## config.mk

```make
export PLATFORM = sky130hd
export DESIGN_NAME = frac_block_tx_flat
export DESIGN_NICKNAME = d
export VERILOG_FILES = /design/src/rtl/frac_block_tx_if.sv /design/src/rtl/frac_block_tx.sv /design/src/flat_wrapper.sv
export SDC_FILE = /design/constraint.sdc
export NUM_CORES = 2
export LEC_CHECK = 0
export CAP_MARGIN = 20
export CORE_MARGIN = 2
export CORE_UTILIZATION = 47
export CTS_CLUSTER_SIZE = 28
export DETAILED_ROUTE_END_ITERATION = 8
export GPL_TIMING_DRIVEN = 0
export HOLD_SLACK_MARGIN = 0.03
export PLACE_DENSITY = 0.66
export SLEW_MARGIN = 20
export SYNTH_ARGS = -nofsm -noshare
export SYNTH_HDL_FRONTEND = slang
export SYNTH_SLANG_ARGS = --single-unit
export TNS_END_PERCENT = 50
```

## constraint.sdc

```tcl
create_clock -name clk -period 4.1 [get_ports clk]
set_input_delay 0.82 -clock clk [delete_from_list [all_inputs] [get_ports clk]]
set_output_delay 0.82 -clock clk [all_outputs]
set_load 0.02 [all_outputs]
```

## src/rtl/frac_block_tx_if.sv

```systemverilog
// Bus bundle for frac_block_tx: row write port, start/busy control, the
// streamed filter/reference rows and the search-result return path.
//   master : the feeder block (consumes writes/start/mv_in, drives stream/result)
//   slave  : host / search-unit side
interface frac_block_tx_if;
    logic        wr_en;
    logic        wr_sel;
    logic [2:0]  wr_row;
    logic [63:0] wr_data;
    logic        start;
    logic        busy;
    logic [63:0] filter_pix;
    logic [63:0] ref_pix;
    logic        input_ready;
    logic [2:0]  mvx_in;
    logic [2:0]  mvy_in;
    logic        mv_valid;
    logic [2:0]  mvx;
    logic [2:0]  mvy;

    modport master (
        input  wr_en, wr_sel, wr_row, wr_data, start, mvx_in, mvy_in,
        output busy, filter_pix, ref_pix, input_ready, mv_valid, mvx, mvy
    );

    modport slave (
        output wr_en, wr_sel, wr_row, wr_data, start, mvx_in, mvy_in,
        input  busy, filter_pix, ref_pix, input_ready, mv_valid, mvx, mvy
    );
endinterface

```

## src/rtl/frac_block_tx.sv

```systemverilog
// Transmit-side feeder for the fractional-pel search unit.
// Holds an 8x8 filter block and an 8x8 reference block (one 64-bit row per
// write), streams both one row per cycle on start, then captures the returned
// motion vector after RESULT_WAIT idle cycles and pulses mv_valid.
// Ports:
//   clk    : system clock, rising edge
//   reset  : asynchronous reset, active low
//   abort  : (only with FRAC_TX_ABORT_EN defined) cancel a transfer in SEND/WAIT
//   bus    : frac_block_tx_if.master (write port, start/busy, stream, result)
// Optional feature macro: FRAC_TX_ABORT_EN
module frac_block_tx #(
    parameter int unsigned NROWS       = 8,
    parameter int unsigned RESULT_WAIT = 1
) (
    input  logic clk,
    input  logic reset,
`ifdef FRAC_TX_ABORT_EN
    input  logic abort,
`endif
    frac_block_tx_if.master bus
);

    localparam int unsigned WaitW    = (RESULT_WAIT > 1) ? $clog2(RESULT_WAIT) : 1;
    localparam logic [2:0]  LastRow  = 3'(NROWS - 1);
    localparam logic [WaitW-1:0] LastWait = WaitW'(RESULT_WAIT - 1);

    typedef enum logic [1:0] {StIdle, StSend, StWait, StDone} state_t;

    state_t            state_q, state_d;
    logic [2:0]        row_q, row_d;
    logic [WaitW-1:0]  wait_q, wait_d;
    logic              busy_q, busy_d;
    logic              ready_q, ready_d;
    logic              valid_q, valid_d;
    logic [63:0]       fpix_q, fpix_d;
    logic [63:0]       rpix_q, rpix_d;
    logic [2:0]        mvx_q, mvx_d;
    logic [2:0]        mvy_q, mvy_d;

    logic [63:0] filt_mem [8];
    logic [63:0] ref_mem  [8];

    logic        abort_req;
    logic        wr_ok;
    logic [63:0] fwd_f0;
    logic [63:0] fwd_r0;

`ifdef FRAC_TX_ABORT_EN
    assign abort_req = abort;
`else
    assign abort_req = 1'b0;
`endif

    // Writes only land while idle, so the buffers are frozen for a transfer.
    assign wr_ok = bus.wr_en && (state_q == StIdle) && ({1'b0, bus.wr_row} < 4'(NROWS));

    // Row 0 leaves on the start edge itself, so a same-cycle write to row 0
    // has to be forwarded; later rows read the already-updated buffer.
    assign fwd_f0 = (wr_ok && !bus.wr_sel && bus.wr_row == 3'd0) ? bus.wr_data : filt_mem[0];
    assign fwd_r0 = (wr_ok &&  bus.wr_sel && bus.wr_row == 3'd0) ? bus.wr_data : ref_mem[0];

    always_ff @(posedge clk or negedge reset) begin
        if (!reset) begin
            for (int i = 0; i < 8; i++) begin
                filt_mem[i] <= '0;
                ref_mem[i]  <= '0;
            end
        end else if (wr_ok) begin
            if (bus.wr_sel) ref_mem[bus.wr_row]  <= bus.wr_data;
            else            filt_mem[bus.wr_row] <= bus.wr_data;
        end
    end

    always_ff @(posedge clk or negedge reset) begin
        if (!reset) begin
            state_q <= StIdle;
            row_q   <= '0;
            wait_q  <= '0;
            busy_q  <= 1'b0;
            ready_q <= 1'b0;
            valid_q <= 1'b0;
            fpix_q  <= '0;
            rpix_q  <= '0;
            mvx_q   <= '0;
            mvy_q   <= '0;
        end else begin
            state_q <= state_d;
            row_q   <= row_d;
            wait_q  <= wait_d;
            busy_q  <= busy_d;
            ready_q <= ready_d;
            valid_q <= valid_d;
            fpix_q  <= fpix_d;
            rpix_q  <= rpix_d;
            mvx_q   <= mvx_d;
            mvy_q   <= mvy_d;
        end
    end

    always_comb begin
        state_d = state_q;
        row_d   = row_q;
        wait_d  = wait_q;
        busy_d  = busy_q;
        ready_d = 1'b0;
        valid_d = 1'b0;
        fpix_d  = '0;
        rpix_d  = '0;
        mvx_d   = mvx_q;
        mvy_d   = mvy_q;
        unique case (state_q)
            StIdle: begin
                if (bus.start) begin
                    state_d = StSend;
                    row_d   = '0;
                    busy_d  = 1'b1;
                    ready_d = 1'b1;
                    fpix_d  = fwd_f0;
                    rpix_d  = fwd_r0;
                end
            end
            StSend: begin
                if (abort_req) begin
                    state_d = StIdle;
                    row_d   = '0;
                    busy_d  = 1'b0;
                end else if (row_q == LastRow) begin
                    state_d = StWait;
                    wait_d  = '0;
                end else begin
                    row_d   = row_q + 3'd1;
                    ready_d = 1'b1;
                    fpix_d  = filt_mem[row_q + 3'd1];
                    rpix_d  = ref_mem[row_q + 3'd1];
                end
            end
            StWait: begin
                if (abort_req) begin
                    state_d = StIdle;
                    busy_d  = 1'b0;
                end else if (wait_q == LastWait) begin
                    state_d = StDone;
                    valid_d = 1'b1;
                    mvx_d   = bus.mvx_in;
                    mvy_d   = bus.mvy_in;
                end else begin
                    wait_d  = wait_q + 1'b1;
                end
            end
            StDone: begin
                state_d = StIdle;
                busy_d  = 1'b0;
            end
            default: state_d = StIdle;
        endcase
    end

    assign bus.busy        = busy_q;
    assign bus.input_ready = ready_q;
    assign bus.mv_valid    = valid_q;
    assign bus.filter_pix  = fpix_q;
    assign bus.ref_pix     = rpix_q;
    assign bus.mvx         = mvx_q;
    assign bus.mvy         = mvy_q;

endmodule

```

## src/flat_wrapper.sv

```systemverilog
// flat-port wrapper written by rule: the top's interface ports become plain ports
module frac_block_tx_flat 
#(
    parameter int unsigned NROWS       = 8,
    parameter int unsigned RESULT_WAIT = 1
)
  (clk, reset, bus_wr_en, bus_wr_sel, bus_wr_row, bus_wr_data, bus_start, bus_mvx_in, bus_mvy_in, bus_busy, bus_filter_pix, bus_ref_pix, bus_input_ready, bus_mv_valid, bus_mvx, bus_mvy);
  frac_block_tx_if bus_i ();
  input  logic clk;
  input  logic reset;
  input wire logic [$bits(bus_i.wr_en)-1:0] bus_wr_en;
  input wire logic [$bits(bus_i.wr_sel)-1:0] bus_wr_sel;
  input wire logic [$bits(bus_i.wr_row)-1:0] bus_wr_row;
  input wire logic [$bits(bus_i.wr_data)-1:0] bus_wr_data;
  input wire logic [$bits(bus_i.start)-1:0] bus_start;
  input wire logic [$bits(bus_i.mvx_in)-1:0] bus_mvx_in;
  input wire logic [$bits(bus_i.mvy_in)-1:0] bus_mvy_in;
  output wire logic [$bits(bus_i.busy)-1:0] bus_busy;
  output wire logic [$bits(bus_i.filter_pix)-1:0] bus_filter_pix;
  output wire logic [$bits(bus_i.ref_pix)-1:0] bus_ref_pix;
  output wire logic [$bits(bus_i.input_ready)-1:0] bus_input_ready;
  output wire logic [$bits(bus_i.mv_valid)-1:0] bus_mv_valid;
  output wire logic [$bits(bus_i.mvx)-1:0] bus_mvx;
  output wire logic [$bits(bus_i.mvy)-1:0] bus_mvy;
  assign bus_i.wr_en = bus_wr_en;
  assign bus_i.wr_sel = bus_wr_sel;
  assign bus_i.wr_row = bus_wr_row;
  assign bus_i.wr_data = bus_wr_data;
  assign bus_i.start = bus_start;
  assign bus_i.mvx_in = bus_mvx_in;
  assign bus_i.mvy_in = bus_mvy_in;
  assign bus_busy = bus_i.busy;
  assign bus_filter_pix = bus_i.filter_pix;
  assign bus_ref_pix = bus_i.ref_pix;
  assign bus_input_ready = bus_i.input_ready;
  assign bus_mv_valid = bus_i.mv_valid;
  assign bus_mvx = bus_i.mvx;
  assign bus_mvy = bus_i.mvy;
  frac_block_tx #(.NROWS(NROWS), .RESULT_WAIT(RESULT_WAIT)) u_core (.clk(clk), .reset(reset), .bus(bus_i));
endmodule
```

; After elaboration in Yosys (flattened, before gate mapping)
; Index checks and enable logic that the tools add are counted.
[word_totals]
regBits = 1167
inputBits = 78
output_inout_bits = 137
wordCells = 98
[classes]
n_addsub = 2
magnitude_cmp = 3
n_eq_ne = 8
muxes = 35
bitwise_logic = 5
n_reduce_logical = 19
[ops]
columns = op, count
row1 = bitwise mux 512 bit, 2
row2 = two-way mux 64 bit, 11
row3 = binary-select mux 64 bit (select 3 bit), 2
row4 = case mux 64 bit (2 select lines), 2
row5 = demux 64 bit (select 3 bit), 1
row6 = AND reduction 2 bit, 5
row7 = >= comparator 4 bit (second input constant), 2
row8 = NOT 3 -> 4 bit, 2
row9 = case mux 2 bit (4 select lines), 1
row10 = two-way mux 1 bit, 7
row11 = logical AND 1 bit, 6
row12 = two-way mux 2 bit, 3
row13 = two-way mux 3 bit, 2
row14 = != test 2 bit (second input constant), 3
row15 = case mux 1 bit (2 select lines), 3
row16 = case mux 3 bit (2 select lines), 1
row17 = AND reduction 3 bit, 2
row18 = == test 2 bit (second input constant), 2
row19 = less-than comparator 4 x 1 -> 1 bit (second input constant), 1
row20 = nonzero test 2 bit, 2
row21 = adder 3 x 1 -> 3 bit (second input constant), 1
row22 = == test 3 bit (second input constant), 1
row23 = logical NOT 3 bit, 1
row24 = NOT 1 bit, 3
row25 = other kinds (6), 6

; Longest topological paths before layout
[logic_depth]
word_depth = 7
mapped_depth = 8
mapped_depth_nobuf = 6

; Worst setup path after synthesis
; Ideal clock, no wire load.
[synth_path]
path_kind = input to register
start = input bus_wr_row[2]
end = register u_core.rpix_q[33] (netlist: u_core.bus.ref_pix[33])
setup_time_ps = 124
arrival_time_ps = 2279
t_required_ps = 3976
slack_ps = 1697
stages = 5
path_cell_list = nand4b_1 -> nor3_4 -> buf_2 -> mux2_2 -> a211o_1
[synth_between]
elab_chain_cells = 5
[synth_rtl]
columns = item, line_no
row1 = "start, declared", flat_wrapper.sv:13  ; input wire logic [$bits(bus_i.wr_row)-1:0] bus_wr_row;
row2 = logical NOT 3 bit, frac_block_tx.sv:60  ; assign fwd_r0 = (wr_ok && bus.wr_sel && bus.wr_row == 3'd0) ? bus.wr_data : ref_mem[0];
row3 = logical AND 1 bit, frac_block_tx.sv:60
row4 = two-way mux 64 bit, frac_block_tx.sv:60
row5 = two-way mux 64 bit, frac_block_tx.sv:113  ; if (bus.start) begin
row6 = case mux 64 bit (2 select lines), frac_block_tx.sv:111  ; unique case (state_q)
row7 = named net u_core.rpix_d[33], frac_block_tx.sv:36  ; logic [63:0] rpix_q, rpix_d;
row8 = "end signal, assigned", frac_block_tx.sv:94  ; rpix_q <= rpix_d;
row9 = "end, declared", frac_block_tx.sv:36
; The timed path passes the listed nets, and every way through them passes these cells.
; A chain may end at the register's enable or synchronous reset.

; Worst setup path after layout
[layout_path]
start = register u_core.row_q[0]
end = register u_core.rpix_q[55] (netlist: u_core.bus.ref_pix[55])
[layout_between]
elab_chain_cells = 7
word_cells_on_any_way = 8
cone_classes = 1 x add/sub / 1 x eq/ne / 5 x mux / 1 x bitwise
[layout_rtl]
columns = item, line_no
row1 = "start, declared", frac_block_tx.sv:30  ; logic [2:0] row_q, row_d;
row2 = "start signal, assigned", frac_block_tx.sv:88  ; row_q <= row_d;
row3 = adder 3 x 1 -> 3 bit, frac_block_tx.sv:134  ; rpix_d = ref_mem[row_q + 3'd1];
row4 = NOT 3 -> 4 bit (implied by the code), frac_block_tx.sv:134
row5 = binary-select mux 64 bit (select 3 bit), frac_block_tx.sv:134
row6 = two-way mux 64 bit (implied by the code) (2 in series), frac_block_tx.sv:134
row7 = two-way mux 64 bit *, frac_block_tx.sv:127  ; end else if (row_q == LastRow) begin
row8 = case mux 64 bit (2 select lines) *, frac_block_tx.sv:111
row9 = named net u_core.rpix_d[55], frac_block_tx.sv:36
; Mark *: on every way through the listed nets, which the timed path passes. The rest lies on a longest branch. The select of a mux whose other input is x is not followed.

==> metrics.md <==
| Metric | Value |
|---|---|
| Post-DR vias/cell | `approximately 5.9` |
| Hold WS | `0.496 ns` |
| I/O Pins | `215` |
| Peak supply drop | `0.000430 V` |
| HPWL after detailed placement | `98400 um` |
| P_leak | `28.6 nW` |
| Setup crit end kind | `flip-flop` |
| Vias in the first global route | `32400` |
| Routed wire length | `148000 um` |
| Endpoints failing setup | `0` |
| Fmax | `271 MHz` |
| Core Rows | `between 100 and 150` |
| Post-route cell area | `~59000 um2` |
| TritonCTS clock tree | `yes` |
| Slew margin rel. | `0.185` |
| Share of cells above drive strength 1 | `0.333` |
| Req. time, crit path | `4.67 ns` |
| CTS max path bufs | `3` |
| Predominant post-synthesis flop cell | `dfrtp_1` |
| Finished Layout Cells | `5292` |
| Final hold violations | `0` |
| Drt drc | `0` |
| Share of the synthesized area in the top cell type | `0.580` |
| Critical path type | `reg2reg` |
| Worst Max-Slew Pin Slew | `around 1.2 ns` |
| TritonCTS buffer count | `120` |
| Syn Std Cell Area | `just over 50000 um2` |
| DIE WIDTH | `331 um` |
| GPL Wtd Cong | `0.827` |
| Clock Pin Slew Worst Setup and Hold Paths | `around 0.060 ns` |
| Post-CTS sizing | `0` |
| Worst-Skew Late Latency | `0.72 ns` |
| Post-DRT Antenna Nets | `0` |
| Wire per inst | `27.9 um` |
| DR iter-0 viols | `2348` |
| Post-synthesis net count | `~3500` |
| Total grt overflow | `0` |
| Commonest cells post-synth | `dfrtp_1, mux2_2, mux2i_1` |
| DP Cell Count | `5067` |
| CORE AREA | `106000 um2` |
| Async S/R FF share, synth | `1.00` |
| Number of max-cap violations | `0` |
| CP startpoint kind | `flip-flop` |
| CP Cell Sequence | `ha_1, ha_1, nand4b_1, clkbuf_1, clkbuf_1, o22ai_1, a211o_1` |
| Die span in y | `331 um` |
| HP Class | `reg2reg` |
| Largest net degree at the start of global routing | `143` |
| Nets | `3884` |
| Syn-to-layout area delta | `16.7%` |
| PwrDens | `~740 nW/um2` |
| Yosys warns | `0` |
| Setup slack after layout | `0.410 ns` |
| Distinct cell type count after synthesis | `30` |
| DR pass1 iterations | `7` |
| Post-synthesis sequential area ratio | `0.580` |
| Buffer count from post-CTS setup fixing | `0` |
| Initial antenna violation count | `7` |
| First-pass GRT wire length | `around 220000 um` |
| Synth top area cells | `dfrtp_1, mux2_2, mux2i_1` |
| Final setup TNS | `0 ns` |
| Post-synth EDFFs | `0` |
| CP peak stage delay | `0.92 ns` |
| Initial core utilization | `0.476` |
| Die area | `~110000 um2` |
| Vias | `31300` |
| Worst path slowest cell | `clkbuf_1` |
| Clk Tree Root Cell | `clkbuf_16` |
| Number of buffers added on ports | `212` |
| Total Routing Usage GR | `0.271` |
| H-Tree Depth | `3` |
| Pins over their slew limit | `0` |
| Most numerous cell in the Yosys netlist | `dfrtp_1` |
| RSZ-0062 raised after global routing | `false` |
| Tmin final | `3.69 ns` |
| Mapped Avg Cell Area | `roughly 15 um2` |
| Cells after synthesis | `3444` |
| Area post-placement | `54700 um2` |
| Clock Sinks | `1166` |
| Synthesized flop and latch total | `1166` |
| Critical Path AT | `4.26 ns` |
| Part of the cycle the worst path needs | `0.900` |
| Status | `finished, final reports clean` |
| Synth area leader | `dfrtp_1` |
| Clk_skew | `0.0251 ns` |
| Top fanout value on the critical path | `10` |
| DP Worst Slack | `about 0.12 ns` |
[sequential cells by signal (all words and copies together), names as in the netlist]
register and cells:
u_core.filt_mem 512, u_core.ref_mem 512, u_core.bus.filter_pix 64, u_core.bus.ref_pix 64, u_core.bus.mvx 3, u_core.bus.mvy 3, u_core.row_q 3, u_core.state_q 2
u_core.bus.busy 1, u_core.bus.input_ready 1, u_core.bus.mv_valid 1
[power by group]
group | internal (mW) | leakage (nW) | switching (mW)
clock | 6.24 | 1.94 | 4.65
sequential | 15.4 | 15.6 | 1.88
combinational | 6.88 | 11.0 | 8.32
total | 28.5 | 28.6 | 14.9
[critical path, delay by kind of cell (launching register included)]
family / cells / cell delay (ns)
buffers and inverters: 2 / 1.79
AOI/OAI and AO/OA: 2 / 0.56
adders and majority gates: 2 / 0.55
DFF: 1 / 0.46
and+or+nand+nor: 1 / 0.17
[final timing paths]
kind / startpoint / endpoint / slack, ns / depth (start not counted)
min reg2reg: u_core.filt_mem[202] / u_core.filt_mem[202] / 0.50 / 1
min in group asynchronous: reset / u_core.ref_mem[59] / 0.63 / 2
max in group asynchronous: reset / u_core.ref_mem[484] / 1.25 / 5
max reg2reg: u_core.row_q[0] / u_core.bus.ref_pix[55] / 0.41 / 7
max: u_core.row_q[0] / u_core.bus.ref_pix[55] / 0.41 / 7
min: u_core.filt_mem[202] / u_core.filt_mem[202] / 0.50 / 1
[through the flow]
stage,power [mW],utilization
final,43.3,0.555
after detailed placement,32.5,0.518
after CTS,43.4,0.555
after global placement,32.4,0.512
after floorplan,26.7,-
after global routing,45.2,0.555
[cells in the final DEF, fill, tap and decap left out, types with 97 or more instances in the layout]
cell	synthesis	layout
dfrtp_1	1166	1166
o22ai_1	256	256
clkbuf_1	169	174
a211o_1	128	128
mux2_2	935	935
clkbuf_16	0	124
buf_2	104	110
clkdlybuf4s50_1	0	211
mux2_1	97	97
mux2i_1	512	512
[area by class of cell]
cell class	count	area, um2
Inverter	2	7.51
Buffer	294	1270
Sequential cell	1166	29200
Tap cell	1391	1740
Clock buffer	181	3580
Multi-Input combinational cell	1982	19900
Fill cell	8694	47100
Timing Repair Buffer	233	2630
Clock inverter	41	338
Antenna cell	2	5.00
[layer usage]
layer  vias up  wire length [um]  global-route usage
li1      13400                 -                   -
met3       252              9610              0.0564
met2       931             68400               0.429
met4         2              5170              0.0965
met5         -                 8                   0
met1     16700             64400               0.372
[timing repair]
item                                    4_1_cts  5_1_grt
hold buffers                                  1        0
endpoints found under the hold margin        43        0
endpoints found under the setup margin        0        0
[kinds of logic after synthesis]
logic type,synth area share
buffers and inverters,0.0247
AOI/OAI and AO/OA,0.0553
DFF,0.580
muxes,0.333
adders and majority gates,0.00174
and+or+nand+nor,0.00468
No activity file was read; power rests on OpenSTA's default activity.
